==> config.mk <==
export PLATFORM = sky130hd
export DESIGN_NAME = mult_arbiter
export DESIGN_NICKNAME = d
export VERILOG_FILES = /design/src/rtl/mult_arb_pkg.sv /design/src/rtl/mult_core_iterative.sv /design/src/rtl/mult_arbiter.sv
export SDC_FILE = /design/constraint.sdc
export NUM_CORES = 1
export LEC_CHECK = 0
export CORE_MARGIN = 2
export CORE_UTILIZATION = 59
export CTS_BUF_LIST = sky130_fd_sc_hd__clkbuf_4
export DETAILED_ROUTE_END_ITERATION = 10
export MAX_ROUTING_LAYER = met4
export PLACE_DENSITY = 0.92
export SLEW_MARGIN = 10
export SYNTH_ARGS = -nofsm -noshare
export SYNTH_HDL_FRONTEND = slang
export SYNTH_SLANG_ARGS = --single-unit
==> constraint.sdc <==
create_clock -name clk -period 7.4 [get_ports clk]
set_input_delay 2.22 -clock clk [delete_from_list [all_inputs] [get_ports clk]]
set_output_delay 2.22 -clock clk [all_outputs]
set_load 0.02 [all_outputs]
==> src/rtl/mult_arb_pkg.sv <==
// Shared types and default sizing for the multiplier arbiter and its iterative core.
package mult_arb_pkg;

    localparam int unsigned DEF_WIDTH = 32;
    localparam int unsigned DEF_N_REQ = 4;

    typedef enum logic [1:0] {
        IDLE  = 2'd0,
        START = 2'd1,
        BUSY  = 2'd2,
        DONE  = 2'd3
    } state_t;

endpackage

==> src/rtl/mult_core_iterative.sv <==
// Shift-add unsigned multiplier: one valid_in pulse starts it, valid_out pulses once with r.
// Finishes early once the remaining multiplier bits or the shifted multiplicand are zero.
module mult_core_iterative
    import mult_arb_pkg::*;
#(
    parameter int unsigned WIDTH = DEF_WIDTH
) (
    input  logic               clk,
    input  logic               valid_in,
    input  logic [WIDTH-1:0]   a,
    input  logic [WIDTH-1:0]   b,
    output logic               valid_out,
    output logic [2*WIDTH-1:0] r
);

    logic [2*WIDTH-1:0] mcand;
    logic [2*WIDTH-1:0] acc;
    logic [WIDTH-1:0]   mplier;
    logic               running;

    // A fresh valid_in always reloads the datapath, so stale work never leaks out.
    always_ff @(posedge clk) begin
        valid_out <= 1'b0;
        if (valid_in) begin
            mcand   <= {{WIDTH{1'b0}}, a};
            mplier  <= b;
            acc     <= '0;
            running <= 1'b1;
        end else if (running) begin
            if (mplier == '0 || mcand == '0) begin
                valid_out <= 1'b1;
                r         <= acc;
                running   <= 1'b0;
            end else begin
                if (mplier[0]) begin
                    acc <= acc + mcand;
                end
                mcand  <= mcand << 1;
                mplier <= mplier >> 1;
            end
        end
    end

endmodule

==> src/rtl/mult_arbiter.sv <==
// Arbitrates N_REQ requesters onto one shared iterative multiplier, one operation in flight.
// Define MULT_ARBITER_RR_EN for round-robin arbitration; default is fixed priority, lowest index first.
module mult_arbiter
    import mult_arb_pkg::*;
#(
    parameter int unsigned WIDTH = DEF_WIDTH,
    parameter int unsigned N_REQ = DEF_N_REQ
) (
    input  logic                   clk,
    input  logic                   reset,
    input  logic [N_REQ-1:0]       req_valid,
    output logic [N_REQ-1:0]       req_ready,
    input  logic [N_REQ*WIDTH-1:0] req_a,
    input  logic [N_REQ*WIDTH-1:0] req_b,
    output logic [N_REQ-1:0]       resp_valid,
    input  logic [N_REQ-1:0]       resp_ready,
    output logic [2*WIDTH-1:0]     resp_r,
    output logic                   busy
);

    localparam int unsigned IDX_W = (N_REQ > 1) ? $clog2(N_REQ) : 1;

    state_t             state;
    logic [IDX_W-1:0]   owner;
    logic [IDX_W-1:0]   gidx;
    logic               found;
    logic [N_REQ-1:0]   grant;
    logic [WIDTH-1:0]   op_a;
    logic [WIDTH-1:0]   op_b;
    logic [WIDTH-1:0]   sel_a;
    logic [WIDTH-1:0]   sel_b;
    logic               core_start;
    logic               core_done;
    logic [2*WIDTH-1:0] core_r;
`ifdef MULT_ARBITER_RR_EN
    logic [IDX_W-1:0]   ptr;
`endif

    // Arbiter: first valid requester, scanning from ptr (round-robin) or from 0 (fixed).
    always_comb begin
        int unsigned j;
        j     = 0;
        found = 1'b0;
        gidx  = '0;
        for (int unsigned i = 0; i < N_REQ; i++) begin
`ifdef MULT_ARBITER_RR_EN
            j = 32'(ptr) + i;
            if (j >= N_REQ) begin
                j = j - N_REQ;
            end
`else
            j = i;
`endif
            if (!found && req_valid[IDX_W'(j)]) begin
                found = 1'b1;
                gidx  = IDX_W'(j);
            end
        end
    end

    always_comb begin
        sel_a = '0;
        sel_b = '0;
        for (int unsigned k = 0; k < N_REQ; k++) begin
            if (gidx == IDX_W'(k)) begin
                sel_a = req_a[k*WIDTH +: WIDTH];
                sel_b = req_b[k*WIDTH +: WIDTH];
            end
        end
    end

    // Accept strobe must coincide with req_valid in the same cycle, hence combinational.
    assign grant     = found ? (N_REQ'(1) << gidx) : '0;
    assign req_ready = (state == IDLE && !reset) ? grant : '0;

    always_ff @(posedge clk) begin
        if (reset) begin
            state      <= IDLE;
            owner      <= '0;
            op_a       <= '0;
            op_b       <= '0;
            core_start <= 1'b0;
            resp_valid <= '0;
            resp_r     <= '0;
            busy       <= 1'b0;
`ifdef MULT_ARBITER_RR_EN
            ptr        <= '0;
`endif
        end else begin
            case (state)
                IDLE: begin
                    if (found) begin
                        owner      <= gidx;
                        op_a       <= sel_a;
                        op_b       <= sel_b;
                        core_start <= 1'b1;
                        busy       <= 1'b1;
                        state      <= START;
`ifdef MULT_ARBITER_RR_EN
                        ptr        <= (gidx == IDX_W'(N_REQ - 1)) ? '0 : gidx + IDX_W'(1);
`endif
                    end
                end
                START: begin
                    core_start <= 1'b0;
                    state      <= BUSY;
                end
                // Core outputs are only trusted here, after a START has reloaded it.
                BUSY: begin
                    if (core_done) begin
                        resp_r     <= core_r;
                        resp_valid <= N_REQ'(1) << owner;
                        state      <= DONE;
                    end
                end
                DONE: begin
                    if (resp_ready[owner]) begin
                        resp_valid <= '0;
                        busy       <= 1'b0;
                        state      <= IDLE;
                    end
                end
                default: state <= IDLE;
            endcase
        end
    end

    mult_core_iterative #(
        .WIDTH(WIDTH)
    ) u_core (
        .clk      (clk),
        .valid_in (core_start),
        .a        (op_a),
        .b        (op_b),
        .valid_out(core_done),
        .r        (core_r)
    );

endmodule

# Yosys cells after proc, flatten, opt, wreduce, memory -nomap -nowiden
# Cells that the tools add are included.
word_totals:
  regBits: 364
  latch_bits: 0
  ram_bits: 0
  romBits: 0
  mem_count: 0
op_classes:
  n_addsub: 1
  mul: 0
  div_mod_pow: 0
  magnitude_cmp: 1
  eq_ne: 10
  shift: 2
  n_mux: 39
  bitwise_logic: 3
  reduce_logical: 28
ops:
  columns: ["operator", "count"]
  rows:
  - ["$mux W32", 14]
  - ["$add A64 B64 Y64", 1]
  - ["$logic_not A64 Y1", 1]
  - ["$logic_not A32 Y1", 1]
  - ["$mux W4", 4]
  - ["$reduce_and A3 Y1", 5]
  - ["$mux W1", 11]
  - ["$mux W2", 5]
  - ["$reduce_and A2 Y1", 5]
  - ["$eq A2 B2 Y1 const B", 4]
  - ["$pmux W2 S4", 1]
  - ["$pmux W4 S2", 1]
  - ["$reduce_bool A2 Y1", 4]
  - ["$shl A1 B2 Y4 const A", 2]
  - ["$ne A2 B2 Y1 const B", 3]
  - ["$eq A2 B1 Y1 const B", 2]
  - ["$logic_and A1 B1 Y1", 4]
  - ["$logic_not A1 Y1", 4]
  - ["$logic_not A2 Y1", 2]
  - ["$pmux W1 S2", 2]
  - ["$lt A2 B3 Y1 const B", 1]
  - ["$not A1 Y1", 3]
  - ["$bmux W1 S2", 1]
  - ["$ne A2 B1 Y1 const B", 1]
  - ["2 further kinds", 2]

# Depth between registers and ports, before layout
# Gate-level depths: netlist of run 1.
logic_depth:
  ltp_word: 15
  depth_mapped: 12
  mapped_depth_nobuf: 12

# Hierarchy
# Synthesis of run 1 repeated with hierarchy kept, for this count alone.
hier_totals:
  hier_cells: 1933
  hier_area_um2: 18615.4
modules_own_cells:
  columns: ["module", "instances", "cells_per_inst", "area_per_inst_um2", "seq_area_each_um2"]
  rows:
  - ["mult_core_iterative", 1, 1139, 11821.3, 5805.6]
  - ["mult_arbiter", 1, 794, 6794.0, 2762.6]

# Worst setup path after synthesis of run 1
# Ideal clock, no wire load.
synth_path:
  path_kind: "input-to-output"
  start: "in req_valid[1]"
  end: "out req_ready[2]"
  arrival_ps: 3408
  required_time_ps: 5180
  setup_slack_ps: 1772
  cell_stages: 4
  path_buffers: 2
  path_cell_list: "nor3b_1 clkbuf_1 clkbuf_1 and3b_1"
synth_via:
  elab_chain_cells: 11
synth_lines:
  columns: ["item", "line_no", "text"]
  rows:
  - ["start, declared", "mult_arbiter.sv:11", "input logic [N_REQ-1:0] req_valid,"]
  - ["$logic_and A1 B1 Y1 *", "mult_arbiter.sv:54", "if (!found && req_valid[IDX_W'(j)]) begin"]
  - ["$mux W1", "mult_arbiter.sv:54", null]
  - ["$logic_not A1 Y1", "mult_arbiter.sv:54", null]
  - ["$logic_and A1 B1 Y1", "mult_arbiter.sv:54", null]
  - ["$mux W1", "mult_arbiter.sv:54", null]
  - ["$logic_not A1 Y1", "mult_arbiter.sv:54", null]
  - ["$logic_and A1 B1 Y1", "mult_arbiter.sv:54", null]
  - ["$mux W2", "mult_arbiter.sv:54", null]
  - ["$shl A1 B2 Y4", "mult_arbiter.sv:73", "assign grant = found ? (N_REQ'(1) << gidx) : '0;"]
  - ["$mux W4 *", "mult_arbiter.sv:73", null]
  - ["$mux W4 *", "mult_arbiter.sv:74", "assign req_ready = (state == IDLE && !reset) ? grant : '0;"]
  - ["end, declared", "mult_arbiter.sv:12", "output logic [N_REQ-1:0] req_ready,"]
# Every way passes the cells marked *; elsewhere a longest branch is shown, timed or not.

# Worst setup path after layout of run 1
layout_path:
  start: "in req_valid[0]"
  end: "out req_ready[3]"
layout_via:
  elab_chain_cells: 13
layout_lines:
  columns: ["item", "line_no"]
  rows:
  - ["$mux W1 *", "mult_arbiter.sv:54"]
  - ["$logic_not A1 Y1", "mult_arbiter.sv:54"]
  - ["$logic_and A1 B1 Y1", "mult_arbiter.sv:54"]
  - ["$mux W1", "mult_arbiter.sv:54"]
  - ["$logic_not A1 Y1", "mult_arbiter.sv:54"]
  - ["$logic_and A1 B1 Y1", "mult_arbiter.sv:54"]
  - ["$mux W1", "mult_arbiter.sv:54"]
  - ["$logic_not A1 Y1", "mult_arbiter.sv:54"]
  - ["$logic_and A1 B1 Y1", "mult_arbiter.sv:54"]
  - ["$mux W2", "mult_arbiter.sv:54"]
  - ["$shl A1 B2 Y4", "mult_arbiter.sv:73"]
  - ["$mux W4 *", "mult_arbiter.sv:73"]
  - ["$mux W4 *", "mult_arbiter.sv:74"]
# Marked as above.

==> results.md, run 1 <==
- Total iterations of the first detailed-routing run: 10
- Area after DPL: 21360 sq um
- Worst path cell trace: clkdlybuf4s50_1, nor3_1, nand2_1, nor2_1, clkdlybuf4s50_1
- Max frequency: 164.9 MHz
- Post-detailed-placement half-perimeter wirelength: 40480 um
- Area of the core: 29800 sq um
- Period Utilization, post-route: 0.8193
- Post-synthesis register bit count: 364
- FF+latch area: 8572 sq um
- Type of the tightest min-delay check: reg2reg
- Number of H-tree levels: 3
- Post-synthesis adder-cell area fraction: 0.04862
- RSZ-0062 raised after global routing: no
- Power per cell area: 301.5 nW/um^2
- Global router's overall resource usage: 0.3544
- Max Used Layer: met4
- Worst setup slack for register-to-register paths: around 3.4 ns
- CTS tree: done
- Root cell of the clock tree: clkbuf_4
- Largest clock skew in the final design: 0.07482 ns
- Xor and xnor fraction of the mapped netlist area: 0.02543
- Final nets: between 2000 and 3000
- Post-Place Worst Slack: 1.343 ns
- Post-synthesis compound-gate area fraction: 0.1878
- Post-cts resize count: 0
- Final TNS setup: 0 ns
- Worst Setup Start Kind: input port
- Cell types with the largest area share after synthesis: dfxtp_1, edfxtp_1, nand2_1
- Worst r2r dst: u_core.acc[62]
- Multi-input combinational cell area: 8713 sq um
- Worst EP required: between 5 and 6 ns
- Via count: 16510
- Final worst path period need: 6.063 ns
- Largest buffer count on any clock path: 3
- Library cell occupying the most area in the post-synthesis netlist: dfxtp_1
- Async set-reset flop share out of synthesis: 0
- Post-Route Hold Slack: about 0.45 ns
- CP Max Fanout: 5
- Cells after Synth: approximately 1900
- Yosys warns: 0
- Aggregate global routing overflow: 0
- Setup slack of the critical path after layout: 1.337 ns
- Max rail drop VDD: 0.2293 mV
- Data arrival time at the worst-slack endpoint: roughly 3.8 ns
- Later-pin clock latency in the skew report: 0.73 ns
- Hold violation total from the final report: 0
- Prevailing post-synth register cell: dfxtp_1
- Initial core utilization: 0.6012
- Transition time of the tightest slew-check pin: 1.111 ns
- Hold Crit Start: resp_r[36]
- Most frequent standard cell in the layout excluding fill and tap cells: nand2_1
- Portion of the post-synthesis area used by sequential elements: 0.4783
- Number of enable flip-flop cells after synthesis: between 100 and 150
- Category of the worst setup path capture point: primary output
- Routed length on met1: ~23000 um
- Clock slew seen by the registers of the worst setup and hold paths: approximately 0.070 ns
- Max transition margin: 0.2550
- Metal3 WL: 4073 um
- Final weighted congestion in routability-driven placement: 0.9676
- Critical register-to-register path startpoint: u_core.mcand[0]
- Number of DRC markers in iteration 0: 1791
- Post-Synth Simple-Gate Area: 0.1631
- Library cells used by synthesis: a little under 80
- Synthesized area: 17910 sq um
- Number of remaining DRC errors: 0
- Layout fillers: 2045
- CTS Buf Count: 86
- Number of buffers inserted to repair setup after CTS: 0
- Worst R2R Path Depth: 12
- Status: finished clean
- Chip height: 178.2 um
- Mean number of vias per cell: 6.205
- Syn Area/Cell: 9.457 sq um
- Slowest stage cell on the critical path: clkdlybuf4s50_1
- Die X-Extent: 178.2 um
- Number of antenna violations at the first check in global routing: 6
- Cell area after layout: 22520 sq um
- Leakage power of the design: 0.008768 uW
- # Max-Cap Violations: 0
- Max Transition Viols Final: 0
- Most frequent cells in the layout: nand2_1, clkdlybuf4s50_1, dfxtp_1
- Standard-cell row count: 63
- Wire length of the first global-routing pass: 84990 um
- Number of placed I/O pins: about 340
- Pin count of the biggest net entering global routing: about 130
- Net count after synthesis: 2229
- Final routed wire length divided by cell count: 20.77 um
- DIE AREA: 31770 sq um
- Signed area change from the synthesized netlist to the final layout: 25.70%
- Capture point of the critical path: req_ready[3]
- Routed met2 length: about 26000 um
- Detailed Route WL: 55250 um
- Count of antenna-violating nets left after detailed routing: 0
- Proportion of synthesized area in mux cells: 0.05930
- Count of port buffers added during placement: 338
- Worst stage delay on the critical path: 0.61 ns
- Count of clock tree sinks: 364
- Layout cell share with drive strength beyond 1: 0.1126
- Hold-fix buffers, CTS: 0
- Share of Yosys cell area claimed by the top area cell type: 0.2638
- Top cell by count, worst path: clkdlybuf4s50_1
- Main combinational cell family by area after synthesis: compound AO/OA/AOI/OAI gates
- Crit Path Category: in2out
- Layout Utilization: 0.7556
- Via count of the first global-routing pass: 15930
- Final setup viols: 0
- Crit path launch: req_valid[0]
==> logic make-up (layout without fill, tap and decap cells) <==
group | count (synthesis) | in the layout
simple gates | 666 | 666
compound gates | 483 | 483
flops | 364 | 364
buf+inv | 163 | 533
mux | 97 | 97
fa+ha+maj | 69 | 69
xor+xnor | 52 | 52
other cells | 0 | 6
==> where the power goes <==
group | internal (uW) | switching [uW]
combinational | 910 | 1210
clock | 870 | 797
sequential | 2560 | 440
==> layout make-up <==
cell class,count,share of cell area
Antenna cell,6,0.0006669
Inverter,24,0.004001
Clock inverter,20,0.005279
Clock buffer,136,0.04535
Tap cell,390,0.02167
Multi-Input combinational cell,1367,0.3870
Sequential cell,364,0.3807
Timing Repair Buffer,353,0.1553
==> critical path, delay by kind of cell <==
kind	cells	cell delay (ns)
and+or+nand+nor	3	0.48
buffers and inverters	2	1.13
==> routing by layer <==
metal  global-route usage  up-vias
met1               0.4383     7896
met3              0.05882      110
met2               0.5791      774
met5                    -        -
met4               0.1470        0
li1                     -     7726
==> cell usage after synthesis (3+ instances only) <==
library cell  count
nand2_1         355
dfxtp_1         236
a21oi_1         188
nor2_1          146
edfxtp_1        128
clkbuf_1        107
ha_1             68
a311oi_1         66
a222oi_1         64
mux2_2           62
xnor2_1          36
nor4_1           35
o21ai_0          35
mux2i_1          33
a21o_1           30
nand4_1          30
nand3_1          27
inv_1            23
nor3_1           16
xor2_1           16
a31oi_1          15
a211oi_1         14
buf_1            12
o21bai_1         12
buf_2            10
nor2b_1           9
and2_1            8
buf_4             8
o21a_1            7
o21ai_1           6
nor3b_1           5
o211ai_1          5
or3_1             5
or4_1             5
and3_1            4
nand2b_1          4
nor4b_1           4
a22oi_1           3
o21ba_2           3
o31ai_1           3
or2_2             3
==> metrics by stage <==
stage,power (uW),std cells
after floorplan,4429,1894
after global placement,5018,2498
after detailed placement,5109,2498
after CTS,6769,2654
after global routing,7158,2660
final,6788,2660
==> registers in the layout, indices dropped and copies added, names as in the netlist, 4 cells and up <==
| register | count |
|---|---|
| resp_r | 64 |
| u_core.acc | 64 |
| u_core.mcand | 64 |
| u_core.r | 64 |
| op_a | 32 |
| op_b | 32 |
| u_core.mplier | 32 |
| resp_valid | 4 |
==> worst min path at each step <==
stage / depth (start not counted) / slack (ns) / endpoint
after CTS: 2 / 0.46 / resp_r[42]
after global placement: 2 / 0.44 / resp_r[17]
after detailed placement: 2 / 0.45 / resp_r[42]
after floorplan: 0 / 0.43 / u_core.r[24]
after global routing: 2 / 0.47 / resp_r[44]
final: 2 / 0.45 / resp_r[36]
Note: power is estimated with default switching activity, not from simulation.
==> run 2: changes to the inputs <==
CORE_UTILIZATION = 54   (was 59)
PLACE_DENSITY = 0.85   (was 0.92)
clock period = 6 ns   (was 7.4 ns; I/O delays follow)
==> run 2 against run 1 <==
  * Largest cell class unchanged
  * Sequential cell count is the same
  * Setup slack lost 0.55 ns
  * The flow now finishes with violations (design-rule violations)
  * Critical endpoint unchanged
  * Global-route usage shrank 3.5 points
==> results.md, run 2 (synthesized netlist as in run 1, its figures left out) <==
- CTS Buf Count: 94 (+9.3%)
- Max transition margin: 0.3126 (+0.05759)
- Final weighted congestion in routability-driven placement: 0.9281 (-4.1%)
- Hold-fix buffers, CTS: 0 (unchanged)
- Wire length of the first global-routing pass: 82720 um (-2.7%)
- Root cell of the clock tree: clkbuf_4
- DIE AREA: 34640 sq um (+9.0%)
- Number of placed I/O pins: 339 (unchanged)
- Worst hold path stage count: 0 (-2)
- Signed area change from the synthesized netlist to the final layout: 27.53%
- Cell Count Post-Placement: 2554 (+2.2%)
- Global router's overall resource usage: 0.3195 (-0.03490)
- Detailed Route WL: 54170 um (-2.0%)
- FF+latch area: 8572 sq um (unchanged)
- Number of buffers inserted to repair setup after CTS: 0 (unchanged)
- Post-detailed-placement half-perimeter wirelength: 39750 um (-1.8%)
- Total iterations of the first detailed-routing run: 11 (+1)
- Worst setup slack for register-to-register paths: 2.06 ns (-1.31 ns)
- Layout fillers: 2463 (+20%)
- Largest buffer count on any clock path: 3 (unchanged)
- Critical register-to-register path startpoint: u_core.mcand[51]
- Hold Crit Start: u_core.acc[38]
- Final worst path period need: 5.209 ns
- Post-cts resize count: 0 (unchanged)
- Setup slack of the critical path after layout: 0.7905 ns (-0.5464 ns)
- Number of remaining DRC errors: 7 (+7)
- Most frequent cells in the layout: nand2_1, clkdlybuf4s50_1, dfxtp_1
- Hold violation total from the final report: 0 (unchanged)
- Post-Place Worst Slack: 0.7996 ns (-0.5438 ns)
- Final nets: 2543 (+0.47%)
- CTS tree: done
- Max rail drop VDD: 0.2376 mV (+3.6%)
- Status: complete, but fails checks
- Max frequency: about 190 MHz
- Final TNS setup: 0 ns (unchanged)
- Chip height: 186.1 um (+4.4%)
- Count of antenna-violating nets left after detailed routing: 0 (unchanged)
- Final setup viols: 0 (unchanged)
- Die X-Extent: 186.1 um (+4.4%)
- Initial core utilization: 0.5491 (-0.05202)
- Power per cell area: 379.4 nW/um^2 (+26%)
- Pin count of the biggest net entering global routing: 91 (-29%)
- Multi-input combinational cell area: 8718 sq um (about the same)
- Worst EP required: 4.20 ns (-0.98 ns)
- Worst Setup Start Kind: input port
- Most frequent standard cell in the layout excluding fill and tap cells: nand2_1
- Number of DRC markers in iteration 0: 1385 (-23%)
- Cell area after layout: 22840 sq um (+1.5%)
- Violated checks: design-rule violations
- Total Power Consumption: 8668 uW (+28%)
- Worst r2r dst: u_core.acc[63]
- Transition time of the tightest slew-check pin: 1.031 ns (-0.07952 ns)
- Layout cell share with drive strength beyond 1: 0.1180 (+0.005374)
- Data arrival time at the worst-slack endpoint: 3.41 ns (-0.43 ns)
- Count of clock tree sinks: 364 (unchanged)
- Leakage power of the design: 0.008904 uW (+1.5%)
- Max Transition Viols Final: 0 (unchanged)
- Period Utilization, post-route: 0.8682
- RSZ-0062 raised after global routing: no
- Area after DPL: 21460 sq um (+0.47%)
- Later-pin clock latency in the skew report: 0.76 ns (+0.03 ns)
- Final routed wire length divided by cell count: 19.73 um (-5.0%)
- Area of the core: 32620 sq um (+9.5%)
- Clock slew seen by the registers of the worst setup and hold paths: 0.06 ns (about the same)
- Crit Path Category: in2out
- Mean number of vias per cell: 5.906 (-4.8%)
- Hold path endpoint: u_core.r[38]
- # Max-Cap Violations: 0 (unchanged)
- Worst R2R Path Depth: 11 (-1)
- Type of the tightest min-delay check: reg2reg
- Category of the worst setup path capture point: primary output
- Number of antenna violations at the first check in global routing: 16 (+10)
- CP Max Fanout: 5 (unchanged)
- Via count of the first global-routing pass: 15480 (-2.8%)
- Number of H-tree levels: 3 (unchanged)
- Standard-cell row count: 66 (+4.8%)
- Via count: 16220 (-1.7%)
- Count of placed standard cells in the final layout, fillers left out: 2746 (+3.2%)
- Aggregate global routing overflow: 0 (unchanged)
- Count of port buffers added during placement: 338 (unchanged)
- Largest clock skew in the final design: 0.07377 ns (-0.001052 ns)
[run 2: cell types whose count changed in the layout (fill, tap and decap cells not counted)]
cell,change
nand2_2,-1
clkinvlp_4,-3
clkinv_1,+9
buf_6,-1
diode_2,+10
buf_4,+5
bufinv_16,+4
clkbuf_4,+10
nand2_4,+1
[run 2: report_power, final]
part	internal, uW	switching [uW]
Combinational	1120	1490
Sequential	3160	549
Clock	1320	1020
Total	5610	3060
[run 2: worst max path at each step]
| stage | startpoint | end | slack, ns | cells after the start |
|---|---|---|---|---|
| 3_3_place_gp | req_valid[0] | req_ready[3] | 0.84 | 5 |
| 5_1_grt | req_valid[0] | req_ready[3] | 0.67 | 5 |
| 6_report | req_valid[0] | req_ready[3] | 0.79 | 5 |
| 4_1_cts | req_valid[0] | req_ready[3] | 0.80 | 5 |
| 3_5_place_dp | req_valid[0] | req_ready[3] | 0.80 | 5 |
| 2_1_floorplan | req_valid[1] | req_ready[2] | 1.21 | 4 |
[run 2: stage by stage]
| stage | hold WS, ns | util |
|---|---|---|
| final | 0.4355 | 0.7003 |
| after global routing | 0.4524 | 0.7003 |
| after CTS | 0.4338 | 0.6991 |
| after detailed placement | 0.4459 | 0.6578 |
| after global placement | 0.4405 | 0.6578 |
| after floorplan | 0.4290 | - |
[run 2: cell type report]
cell class,instances,share of cell area
multi-input combinational,1367,0.3817
sequential,364,0.3753
timing repair buffer,357,0.1542
clock buffer,146,0.04798
tap,442,0.02421
clock inverter,30,0.01095
inverter,24,0.003944
antenna,16,0.001753
[run 2: per-layer routing]
metal  wire length [um]  global-route usage
met1              22430              0.3994
met2              25400              0.4971
met3               4158             0.05900
met4               2176              0.1644
met5                  0                   -
[run 2: critical path, cell delays in order]
cell             delay, ns
clkdlybuf4s50_1       0.53
nor3_1                0.27
nand2_1               0.11
nor2_1                0.10
clkdlybuf4s50_1       0.61
